**src/rtl/jtcps_snd_pkg.sv**
```systemverilog
`timescale 1ns/1ps
`default_nettype none
// +----------------------------------------------------------------------+
// | Module   : jtcps_snd_pkg                                             |
// | Purpose  : Shared definitions for the CPS N-channel sound mixer:     |
// |            4.4 unity gain, FSM encoding, clog2 and clamp limits.     |
// | Ports    : none (package)                                            |
// | Revision : 1.0  initial release                                      |
// +----------------------------------------------------------------------+
package jtcps_snd_pkg;

  // 4.4 unsigned fixed point: 0x10 is a gain of exactly 1.0
  localparam logic [7:0] GAIN_UNITY = 8'h10;

  typedef enum logic [1:0] {
    ST_IDLE = 2'd0,
    ST_ACC  = 2'd1,
    ST_SAT  = 2'd2
  } state_e;

  // Ceiling log2, usable in constant expressions; clog2_f(1) = 0
  function automatic int clog2_f(input int value);
    int r;
    r = 0;
    for (int v = value - 1; v > 0; v = v >> 1) begin
      r = r + 1;
    end
    return r;
  endfunction

  // Largest positive value representable in a signed word of width wout
  function automatic longint sat_hi(input int wout);
    return (64'sd1 <<< (wout - 1)) - 64'sd1;
  endfunction

  // Most negative value representable in a signed word of width wout
  function automatic longint sat_lo(input int wout);
    return -(64'sd1 <<< (wout - 1));
  endfunction

endpackage : jtcps_snd_pkg
`default_nettype wire

```
**src/rtl/jtcps_snd_gainramp.sv**
```systemverilog
`timescale 1ns/1ps
`default_nettype none
// +----------------------------------------------------------------------+
// | Module   : jtcps_snd_gainramp                                        |
// | Purpose  : Bank of per-channel effective gains. When stepped, the    |
// |            addressed gain moves one LSB toward its target, giving    |
// |            click-free enable/mute and gain changes.                  |
// | Ports    : clk, rst    clock / synchronous active-high reset         |
// |            step_i      update the addressed channel this cycle       |
// |            idx_i       channel address                               |
// |            tgt_i       target gain for the addressed channel (4.4)   |
// |            gnext_o     stepped gain of the addressed channel         |
// | Revision : 1.0  initial release                                      |
// +----------------------------------------------------------------------+
module jtcps_snd_gainramp #(
  parameter int NCH = 4,
  parameter int IW  = 2
) (
  input  logic          clk,
  input  logic          rst,
  input  logic          step_i,
  input  logic [IW-1:0] idx_i,
  input  logic [7:0]    tgt_i,
  output logic [7:0]    gnext_o
);

  logic [7:0] g_q [NCH];
  logic [7:0] w_gcur;
  logic [7:0] g_d;

  // The stepped value is what the MAC multiplies by in the same slot,
  // so a channel ramping up from 0 contributes 1/16 on its first mix.
  always_comb begin
    w_gcur = g_q[idx_i];
    g_d    = w_gcur;
    if (w_gcur < tgt_i) begin
      g_d = w_gcur + 8'd1;
    end else if (w_gcur > tgt_i) begin
      g_d = w_gcur - 8'd1;
    end
  end

  assign gnext_o = g_d;

  always_ff @(posedge clk) begin
    if (rst) begin
      for (int i = 0; i < NCH; i++) begin
        g_q[i] <= '0;
      end
    end else if (step_i) begin
      g_q[idx_i] <= g_d;
    end
  end

endmodule : jtcps_snd_gainramp
`default_nettype wire

```
**src/rtl/jtcps_snd_mixn.sv**
```systemverilog
`timescale 1ns/1ps
`default_nettype none
// +----------------------------------------------------------------------+
// | Module   : jtcps_snd_mixn                                            |
// | Purpose  : N-channel time-multiplexed audio mixer. One channel is    |
// |            multiply-accumulated per clock with ramped gains, then    |
// |            the sum is scaled by 1/16, saturated and presented with   |
// |            a one-cycle valid strobe and a held clip indicator.       |
// | Ports    : clk, rst    clock / synchronous active-high reset         |
// |            sample_i    strobe: start a new mix (ignored while busy)  |
// |            ch_i        NCH packed signed samples, ch0 in LSBs        |
// |            gain_i      NCH packed 4.4 unsigned target gains          |
// |            en_i        per-channel enable (0 -> target gain 0)       |
// |            mixed_o     saturated mix result                          |
// |            valid_o     one-cycle pulse when mixed_o updates          |
// |            busy_o      high while a mix is in progress               |
// |            peak_o      clip indicator, held PEAKHOLD results         |
// | Revision : 1.0  initial release                                      |
// +----------------------------------------------------------------------+
module jtcps_snd_mixn
  import jtcps_snd_pkg::*;
#(
  parameter int NCH      = 4,
  parameter int W        = 16,
  parameter int WOUT     = 16,
  parameter int PEAKHOLD = 1024
) (
  input  logic                   clk,
  input  logic                   rst,
  input  logic                   sample_i,
  input  logic [NCH*W-1:0]       ch_i,
  input  logic [NCH*8-1:0]       gain_i,
  input  logic [NCH-1:0]         en_i,
  output logic signed [WOUT-1:0] mixed_o,
  output logic                   valid_o,
  output logic                   busy_o,
  output logic                   peak_o
);

  localparam int IW = clog2_f(NCH);
  // Product is W+9 bits; the extra clog2(NCH) bits absorb the sum of all
  // channels, so the accumulator can never wrap.
  localparam int AW = W + 9 + clog2_f(NCH);
  localparam int PW = clog2_f(PEAKHOLD + 1);

  localparam logic signed [AW-1:0] C_LIM_HI = AW'(sat_hi(WOUT));
  localparam logic signed [AW-1:0] C_LIM_LO = AW'(sat_lo(WOUT));

  state_e                 state_q, state_d;
  logic [IW-1:0]          idx_q, idx_d;
  logic [NCH*W-1:0]       snap_q, snap_d;
  logic signed [AW-1:0]   acc_q, acc_d;
  logic signed [WOUT-1:0] mixed_q, mixed_d;
  logic                   valid_q, valid_d;
  logic                   busy_q, busy_d;
  logic [PW-1:0]          pcnt_q, pcnt_d;

  logic signed [W-1:0]    w_samp_arr [NCH];
  logic [7:0]             w_tgt_arr  [NCH];
  logic                   w_step;
  logic [7:0]             w_gnext;
  logic signed [W+8:0]    w_prod;
  logic signed [AW-1:0]   w_prod_ext;
  logic signed [AW-1:0]   w_shr;
  logic signed [WOUT-1:0] w_sat;
  logic                   w_clip;

  // Unpack the snapshot and the per-channel targets. Gain and enable are
  // live: each channel's target is taken at that channel's ACC slot.
  for (genvar i = 0; i < NCH; i++) begin : g_ch
    assign w_samp_arr[i] = snap_q[i*W +: W];
    assign w_tgt_arr[i]  = en_i[i] ? gain_i[i*8 +: 8] : 8'h00;
  end

  jtcps_snd_gainramp #(
    .NCH (NCH),
    .IW  (IW)
  ) u_gainramp (
    .clk     (clk),
    .rst     (rst),
    .step_i  (w_step),
    .idx_i   (idx_q),
    .tgt_i   (w_tgt_arr[idx_q]),
    .gnext_o (w_gnext)
  );

  // Signed sample times unsigned gain: zero-extend the gain to keep it
  // positive, then widen both so the product is exact in W+9 bits.
  assign w_prod     = (W+9)'(w_samp_arr[idx_q]) * (W+9)'($signed({1'b0, w_gnext}));
  assign w_prod_ext = AW'(w_prod);

  // Drop the 4 fractional gain bits; arithmetic shift rounds toward -inf
  assign w_shr = acc_q >>> 4;

  always_comb begin
    w_clip = 1'b0;
    w_sat  = w_shr[WOUT-1:0];
    if (w_shr > C_LIM_HI) begin
      w_clip = 1'b1;
      w_sat  = C_LIM_HI[WOUT-1:0];
    end else if (w_shr < C_LIM_LO) begin
      w_clip = 1'b1;
      w_sat  = C_LIM_LO[WOUT-1:0];
    end
  end

  always_comb begin
    state_d = state_q;
    idx_d   = idx_q;
    snap_d  = snap_q;
    acc_d   = acc_q;
    mixed_d = mixed_q;
    valid_d = 1'b0;
    busy_d  = busy_q;
    pcnt_d  = pcnt_q;
    w_step  = 1'b0;
    case (state_q)
      ST_IDLE: begin
        if (sample_i) begin
          snap_d  = ch_i;
          acc_d   = '0;
          idx_d   = '0;
          busy_d  = 1'b1;
          state_d = ST_ACC;
        end
      end
      ST_ACC: begin
        w_step = 1'b1;
        acc_d  = acc_q + w_prod_ext;
        if (idx_q == IW'(NCH - 1)) begin
          state_d = ST_SAT;
        end else begin
          idx_d = idx_q + IW'(1);
        end
      end
      ST_SAT: begin
        mixed_d = w_sat;
        valid_d = 1'b1;
        busy_d  = 1'b0;
        state_d = ST_IDLE;
        // A clip reloads the hold; clean results count it down
        if (w_clip) begin
          pcnt_d = PW'(PEAKHOLD);
        end else if (pcnt_q != '0) begin
          pcnt_d = pcnt_q - PW'(1);
        end
      end
      default: begin
        state_d = ST_IDLE;
        busy_d  = 1'b0;
      end
    endcase
  end

  always_ff @(posedge clk) begin
    if (rst) begin
      state_q <= ST_IDLE;
      idx_q   <= '0;
      snap_q  <= '0;
      acc_q   <= '0;
      mixed_q <= '0;
      valid_q <= 1'b0;
      busy_q  <= 1'b0;
      pcnt_q  <= '0;
    end else begin
      state_q <= state_d;
      idx_q   <= idx_d;
      snap_q  <= snap_d;
      acc_q   <= acc_d;
      mixed_q <= mixed_d;
      valid_q <= valid_d;
      busy_q  <= busy_d;
      pcnt_q  <= pcnt_d;
    end
  end

  assign mixed_o = mixed_q;
  assign valid_o = valid_q;
  assign busy_o  = busy_q;
  assign peak_o  = (pcnt_q != '0);

endmodule : jtcps_snd_mixn
`default_nettype wire

```
**config.mk**
```make
export PLATFORM = sky130hd
export DESIGN_NAME = jtcps_snd_mixn
export DESIGN_NICKNAME = d
export VERILOG_FILES = /design/src/rtl/jtcps_snd_pkg.sv /design/src/rtl/jtcps_snd_gainramp.sv /design/src/rtl/jtcps_snd_mixn.sv
export SDC_FILE = /design/constraint.sdc
export NUM_CORES = 1
export LEC_CHECK = 0
export ABC_AREA = 1
export BUFFER_PORTS_ARGS = -buffer_cell sky130_fd_sc_hd__buf_2
export CELL_PAD_IN_SITES_DETAIL_PLACEMENT = 1
export CELL_PAD_IN_SITES_GLOBAL_PLACEMENT = 1
export CORE_ASPECT_RATIO = 1.1
export CORE_MARGIN = 2
export CORE_UTILIZATION = 42
export CTS_BUF_LIST = sky130_fd_sc_hd__clkbuf_4 sky130_fd_sc_hd__clkbuf_8
export DETAILED_ROUTE_END_ITERATION = 8
export GPL_TIMING_DRIVEN = 0
export HOLD_SLACK_MARGIN = 0.15
export PLACE_DENSITY = 0.79
export SLEW_MARGIN = 5
export SYNTH_ARGS = -nofsm -noshare
export SYNTH_HDL_FRONTEND = slang
export SYNTH_SLANG_ARGS = --single-unit
```
**constraint.sdc**
```tcl
create_clock -name clk -period 7.2 [get_ports clk]
set_input_delay 1.08 -clock clk [delete_from_list [all_inputs] [get_ports clk]]
set_output_delay 1.08 -clock clk [all_outputs]
set_load 0.005 [all_outputs]
```
---- Yosys cells after proc, flatten, opt, wreduce, memory -nomap -nowiden ----
Memories as Yosys holds them, arrays and structs flattened. A register that Yosys moved wholly into a read port is not among the register bits.
Index checks and enable logic that the tools add are counted.
word-level totals
  bits in registers ....................... 124
  RAM bits ................................ 32
  input bits .............................. 103
  output and inout port bits .............. 19
  memories ................................ 1
cells by class
  $add $sub $neg .......................... 5
  $mul .................................... 1
  $lt $le $gt $ge ......................... 5
  equal/unequal tests ..................... 6
  multiplexer cells ....................... 40
  bitwise gates (word level) .............. 2
  reductions and logical operators ........ 11
memory list
  name            depth  width  rd ports  clocked after memory_dff  wr ports  RTL line                  RTL
  u_gainramp.g_q  4      8      1         1                         4         jtcps_snd_gainramp.sv:27  logic [7:0] g_q [NCH];
operator list
  operator                                                          count
  2-to-1 mux 8 bit                                                  9
  2-to-1 mux 16 bit                                                 4
  case mux 27 bit (2 select lines)                                  1
  binary-select mux 16 bit (select 2 bit)                           1
  adder 27 x 25 -> 27 bit                                           1
  2-to-1 mux 27 bit                                                 1
  multiplier 16 x 9 -> 25 bit                                       1
  greater-than comparator 23 x 16 -> 1 bit (second input constant)  1
  < comparator 23 x 16 -> 1 bit (second input constant)             1
  2-to-1 mux 11 bit                                                 2
  binary-select mux 8 bit (select 2 bit)                            1
  2-to-1 mux 2 bit                                                  7
  2-to-1 mux 1 bit                                                  11
  nonzero test 11 bit                                               1
  subtractor 11 x 1 -> 11 bit (second input constant)               1
  AND reduction 2 bit                                               5
  adder 8 x 1 -> 8 bit (second input constant)                      1
  greater-than comparator 8 bit                                     1
  < comparator 8 bit                                                1
  case mux 2 bit (2 select lines)                                   2
  OR reduction 8 bit                                                1
  subtractor 8 x 1 -> 8 bit (second input constant)                 1
  inequality test 2 bit (second input constant)                     3
  == test 2 bit (second input constant)                             2
  9 further kinds                                                   10

---- Depth between registers and ports, before layout ----
  depth in word-level cells ............... 10
  depth in mapped cells ................... 43

---- By module ----
From an unflattened synthesis, not the netlist that was laid out.
second synthesis, totals
  cells, all modules ...................... 1,916
  area total of the unflattened synthesis .. 13,663.1 µm²
by module, submodules not included
  module              times used  cells each  area an instance (µm²)
  jtcps_snd_mixn      1           1,618       11,427.2
  jtcps_snd_gainramp  1           298         2,235.9

---- Worst setup path after synthesis ----
Ideal clock, no wire load.
  kind .................................... input to register
  from .................................... input en_i[2]
  to ...................................... register acc_q[26]
  library setup time ...................... 0.070 ns
  arrival time ............................ 7.190 ns
  data required time ...................... 7.130 ns
  slack ................................... -0.061 ns
  stages .................................. 32
  buffers on the path ..................... 1
  cells stage by stage .................... buf_2 nand3_1 a32o_1 ha_1 a21oi_1 nor2_1 a211oi_4 nand2_8 nand2_1 nand2_1 nand2_1 inv_2 nor2_1 fa_1 inv_1 fa_1 fa_1 inv_1 fa_1 inv_1 fa_1 inv_1 ha_1 a21oi_1 o21ai_0 a21oi_1 o21ai_0 nor2_1 nand2_1 nand2_1 nand3_1 a21oi_1
on the way
  cells in the longest elaborated chain, start to end .. 10
  elaborated cells between the ends (all ways) .. 11
  those cells by class .................... add/sub (1); mul (1); order compare (2); mux (7)
ends and longest elaborated chain
  what                                                    RTL line                  RTL
  from (decl)                                             jtcps_snd_mixn.sv:33      input logic [NCH-1:0] en_i,
  2-to-1 mux 8 bit *                                      jtcps_snd_mixn.sv:72      assign w_tgt_arr[i] = en_i[i] ? gain_i[i*8 +: 8] : 8'h00;
  binary-select mux 8 bit (select 2 bit) *                jtcps_snd_mixn.sv:83      .tgt_i (w_tgt_arr[idx_q]),
  2-to-1 mux 8 bit (implied by the code) * (2 in series)  jtcps_snd_mixn.sv:83
  greater-than comparator 8 bit                           jtcps_snd_gainramp.sv:38  end else if (w_gcur > tgt_i) begin
  2-to-1 mux 8 bit                                        jtcps_snd_gainramp.sv:38
  2-to-1 mux 8 bit *                                      jtcps_snd_gainramp.sv:36  if (w_gcur < tgt_i) begin
  multiplier 16 x 9 -> 25 bit *                           jtcps_snd_mixn.sv:89      assign w_prod = (W+9)'(w_samp_arr[idx_q]) * (W+9)'($signed({1'b0, w_gnext}));
  adder 27 x 25 -> 27 bit *                               jtcps_snd_mixn.sv:129     acc_d = acc_q + w_prod_ext;
  case mux 27 bit (2 select lines) *                      jtcps_snd_mixn.sv:117     case (state_q)
  to (signal assigned)                                    jtcps_snd_mixn.sv:160     acc_q <= '0;
  to (signal assigned)                                    jtcps_snd_mixn.sv:169     acc_q <= acc_d;
  to (decl)                                               jtcps_snd_mixn.sv:52      logic signed [AW-1:0] acc_q, acc_d;
Mark *: on every way between the ends. The rest lies on a longest branch, timed or not. The select of a mux whose other input is x is not followed.
A chain may end at the register's enable or synchronous reset.

---- Final worst setup path ----
  from .................................... register idx_q[0]
  to ...................................... register acc_q[20]
on the way
  cells in the longest elaborated chain, start to end .. 10
  elaborated cells between the ends (all ways) .. 14
  those cells by class .................... add/sub (1); mul (1); order compare (2); mux (9); bitwise (1)
ends and longest elaborated chain
  what                                                  RTL line                                    RTL
  from (decl)                                           jtcps_snd_mixn.sv:50                        logic [IW-1:0] idx_q, idx_d;
  from (signal assigned)                                jtcps_snd_mixn.sv:167                       idx_q <= idx_d;
  inverter 2 -> 3 bit (implied by the code) *           jtcps_snd_mixn.sv:83, jtcps_snd_mixn.sv:89
  binary-select mux 8 bit (select 2 bit)                jtcps_snd_mixn.sv:83
  2-to-1 mux 8 bit (implied by the code) (2 in series)  jtcps_snd_mixn.sv:83
  greater-than comparator 8 bit                         jtcps_snd_gainramp.sv:38
  2-to-1 mux 8 bit                                      jtcps_snd_gainramp.sv:38
  2-to-1 mux 8 bit                                      jtcps_snd_gainramp.sv:36
  multiplier 16 x 9 -> 25 bit *                         jtcps_snd_mixn.sv:89
  adder 27 x 25 -> 27 bit *                             jtcps_snd_mixn.sv:129
  case mux 27 bit (2 select lines) *                    jtcps_snd_mixn.sv:117
Marks and branches as above.

==> results.txt <==
Row generation in the floorplan step produced 68 rows. The die boundary width is 173 µm. The number of setup violations in the final report is 4.

For this run, the leading register cell type out of synthesis is sky130_fd_sc_hd__dfxtp_1. Dividing the detail-routed wire length by the instance count gives 21.6 µm. The average cell area after synthesis came out at 7.67 µm². The unique cell type count in the Yosys netlist came out at 53. Sequential elements use 26.3% of the synthesized area.

The flop-to-flop setup slack is -0.06 ns. The number of pins with negative max-slew slack in the final report came out at 0. The peak fanout along the critical path came out at 10. The combinational family with the most area after synthesis is adder cells. The min-delay analysis places its worst path in the category reg -> reg.

The number of cells in the design after placement is 2,264. The share of synthesized cell area in full adder, half adder and majority cells came out at 25.8%. The die is 190 µm tall.

Setup repair after global routing could not meet its margin everywhere. The clock latency on the worst-skew pair is 0.51 ns. The worst path buffer plus inverter count is 10. The number of warnings reported in the yosys synthesis log is 0. Synthesis produced a netlist with a net count of 2,025.

The synthesized instance count is 1,725. The clock-pin slew of the registers on the worst-case setup and hold paths came out at 0.10 ns. After synthesis the cells add up to 13,200 µm².

The number of global-route vias before repair came out at 13.5k. The worst max-slew margin expressed relative to the limit came out at 16.2%. The proportion of synthesized flip-flops having asynchronous set or reset is 0%.

The placeable core area came out at 31,200 µm². Static timing analysis puts the maximum clock frequency at 0.138 GHz. The clock arrives with 0.0171 ns of skew. The cts-stage hold buffer count came out at 0.

The first detailed-routing pass took 5 iterations. The kind of cell adding the most delay to the critical path is adder cells. TritonCTS built the clock tree.

The required arrival time at the worst endpoint is 7.57 ns. Of all cell types, the one taking the most synthesized area is sky130_fd_sc_hd__fa_1. Max-cap violations in this run came to 0.

The count of input and output buffers came out at 118. The number of register bits inferred by synthesis came out at 158. The number of buffers created by CTS is 17. The total track usage is 28.0%.

The root buffer cell chosen for the clock tree is sky130_fd_sc_hd__clkbuf_8. The fraction of post-synthesis cell area in the top cell type by area came out at 19.2%. The final reports fail on negative setup slack.

The run finished, with violations left. Among all cell types in the netlist, the one instantiated most often is sky130_fd_sc_hd__inv_1. The kind of launch point of the worst setup path is a register. The share of layout cells above drive strength 1 is 27.1%. The worst stage delay on the critical path came out at 0.58 ns. The number of diodes added for antenna fixing came out at 0. The detailed router finished its first iteration with 850 violations. The remaining number of nets flagged by the antenna check after routing is 0. The total number of H-tree levels came out at 4. Data arrives at the worst endpoint at 7.63 ns. Once detailed placement completed, the half-perimeter wirelength came to 36,100 µm. Leaving out filler cells and counting taps, the final layout contains 2,355. The largest net degree at the start of global routing came out at 17. The clock period minus final worst setup slack came out at 7.26 ns.

The routability congestion estimate from global placement came out at 0.907. The synthesized netlist devotes 12.8% of its cell area to compound gates. The number of vias per cell is 5.61. The library cell contributing the largest single delay on the critical path is sky130_fd_sc_hd__fa_1.

The area share of and/or/nand/nor cells after synthesis came out at 24.1%. By area the synthesized netlist is led by sky130_fd_sc_hd__fa_1 19%, sky130_fd_sc_hd__dfxtp_1 19%, sky130_fd_sc_hd__inv_1 7.8%, sky130_fd_sc_hd__edfxtp_1 7.3%, sky130_fd_sc_hd__nor2_1 7.3%. In the synthesized netlist, the cells that appear most often are 275 x sky130_fd_sc_hd__inv_1, 256 x sky130_fd_sc_hd__nor2_1, 235 x sky130_fd_sc_hd__nand2_1, 135 x sky130_fd_sc_hd__a21oi_1, 127 x sky130_fd_sc_hd__fa_1.

The part of the cycle the worst path needs came out at 101%. The first global-routing pass estimated 72,000 µm of wire. The finished cells cover 16,400 µm². For this run, the post-layout net count is 2,222. The total congestion overflow after global routing came out at 0. Of the post-synthesis cell area, the part taken by muxes is 0%. The area growth from synthesis to layout is 24.0%. The total detailed-routing wirelength came out at 51,000 µm. The number of remaining DRC errors came out at 0.

The via count of the routed design came out at 13.2k. The final worst-path setup slack is -0.0593 ns. The slew at the pin closest to its max-slew limit is 1.26 ns. The type of the worst setup path is reg -> reg. The TritonCTS sink count came out at 158. The deepest clock path buffer count came out at 2.

The effective utilization at floorplan is 42.4%. The number of synthesized flops with an enable pin came out at 32. The xor/xnor cell area share of the yosys netlist is 0.463%. In this run the count of I/O pins placed on the die edge is 122. The kind of end point of the critical path is a register.

The die covers 33,000 µm². The count of fill cells added during filler insertion came out at 3,879. The number of antenna violations at the first check in global routing came out at 0. The final count of hold timing violations was 0.

Summing all placed instances gives a cell area of 14,400 µm².
[flip-flops by register name, indices dropped and copies added (netlist names), named ones only]
signal and flops:
pcnt_q 11, busy_o 1, state_q 2, u_gainramp.g_q 32
valid_o 1, snap_q 64, mixed_o 16, acc_q 27
idx_q 2
[cells by family after synthesis]
group,after synthesis
AO/OA/AOI/OAI,300
flip-flops,158
adder cells (fa/ha/maj),197
buffers and inverters,350
XOR/XNOR,7
AND/OR/NAND/NOR,713
[metrics by stage]
stage	worst slack (ns)	setup TNS (ns)	util [%]	hold WS [ns]
3_3_place_gp	-1.53	-27.22	46.1	0.440
6_report	-0.0593	-0.140	52.6	0.469
3_5_place_dp	-1.64	-30.45	46.1	0.448
2_1_floorplan	-0.0127	-0.0190	-	0.422
4_1_cts	-0.0180	-0.0959	49.0	0.470
5_1_grt	-0.269	-3.09	52.6	0.495
[final cells by class]
type                    count  area (µm²)  share of cell area, %
multi-input cells        1218        9390                   57.2
well taps                 420         526                   3.20
repair buffers            178        1100                   6.73
inverters                 288        1130                   6.87
plain buffers              61         435                   2.65
clock inverters            14         105                  0.640
flip-flops and latches    158        3490                   21.2
clock buffers              18         248                   1.51
[cells in the final DEF, fill, tap and decap left out, drive strengths merged, types with 2 or more instances in the layout]
master	n
a21oi	135
clkinv	9
o21ai	119
nor3	15
a211oi	3
or2	51
nor4	2
inv	292
nand4	9
nand3b	2
fa	127
and3	2
clkbuf	61
ha	70
buf	196
a32o	9
xor2	5
xnor2	2
dfxtp	126
nand3	97
nor2	271
a21o	3
a32oi	16
and2	2
nand2	263
edfxtp	32
o211ai	2
o21bai	6
[tightest hold or removal path: cells and delay by family, from the launching register on]
family	cells	cell delay (ns)
DFF	1	0.32
and+or+nand+nor	1	0.06
AOI/OAI and AO/OA	1	0.05
[final timing paths]
check                                               end               startpoint  depth (start not counted)
worst max-delay path             acc_q[20]$_SDFFE_PP0P_    idx_q[0]$_SDFFE_PP0P_                         37
worst min-delay path            mixed_o[5]$_SDFFE_PP0P_  mixed_o[5]$_SDFFE_PP0P_                          2
worst max register to register   acc_q[20]$_SDFFE_PP0P_    idx_q[0]$_SDFFE_PP0P_                         37
worst min register to register  mixed_o[5]$_SDFFE_PP0P_  mixed_o[5]$_SDFFE_PP0P_                          2
[repair_timing]
action | 4_1_cts | 5_1_grt
pin swaps | 22 | 137
gates resized for setup | 108 | 212
setup endpoints to repair | 23 | 21
buffers inserted | 12 | 44
cloned | 0 | 4
[metal layers]
layer | global-route usage [%] | share of wire, %
met1 | 33.4 | 38
met2 | 49.7 | 51
met3 | 4.65 | 5.6
met4 | 13.0 | 5.8
met5 | 0 | 0
Power is not shown: default switching activity piles up to over one toggle a cycle in this logic, so the estimate is an artifact.
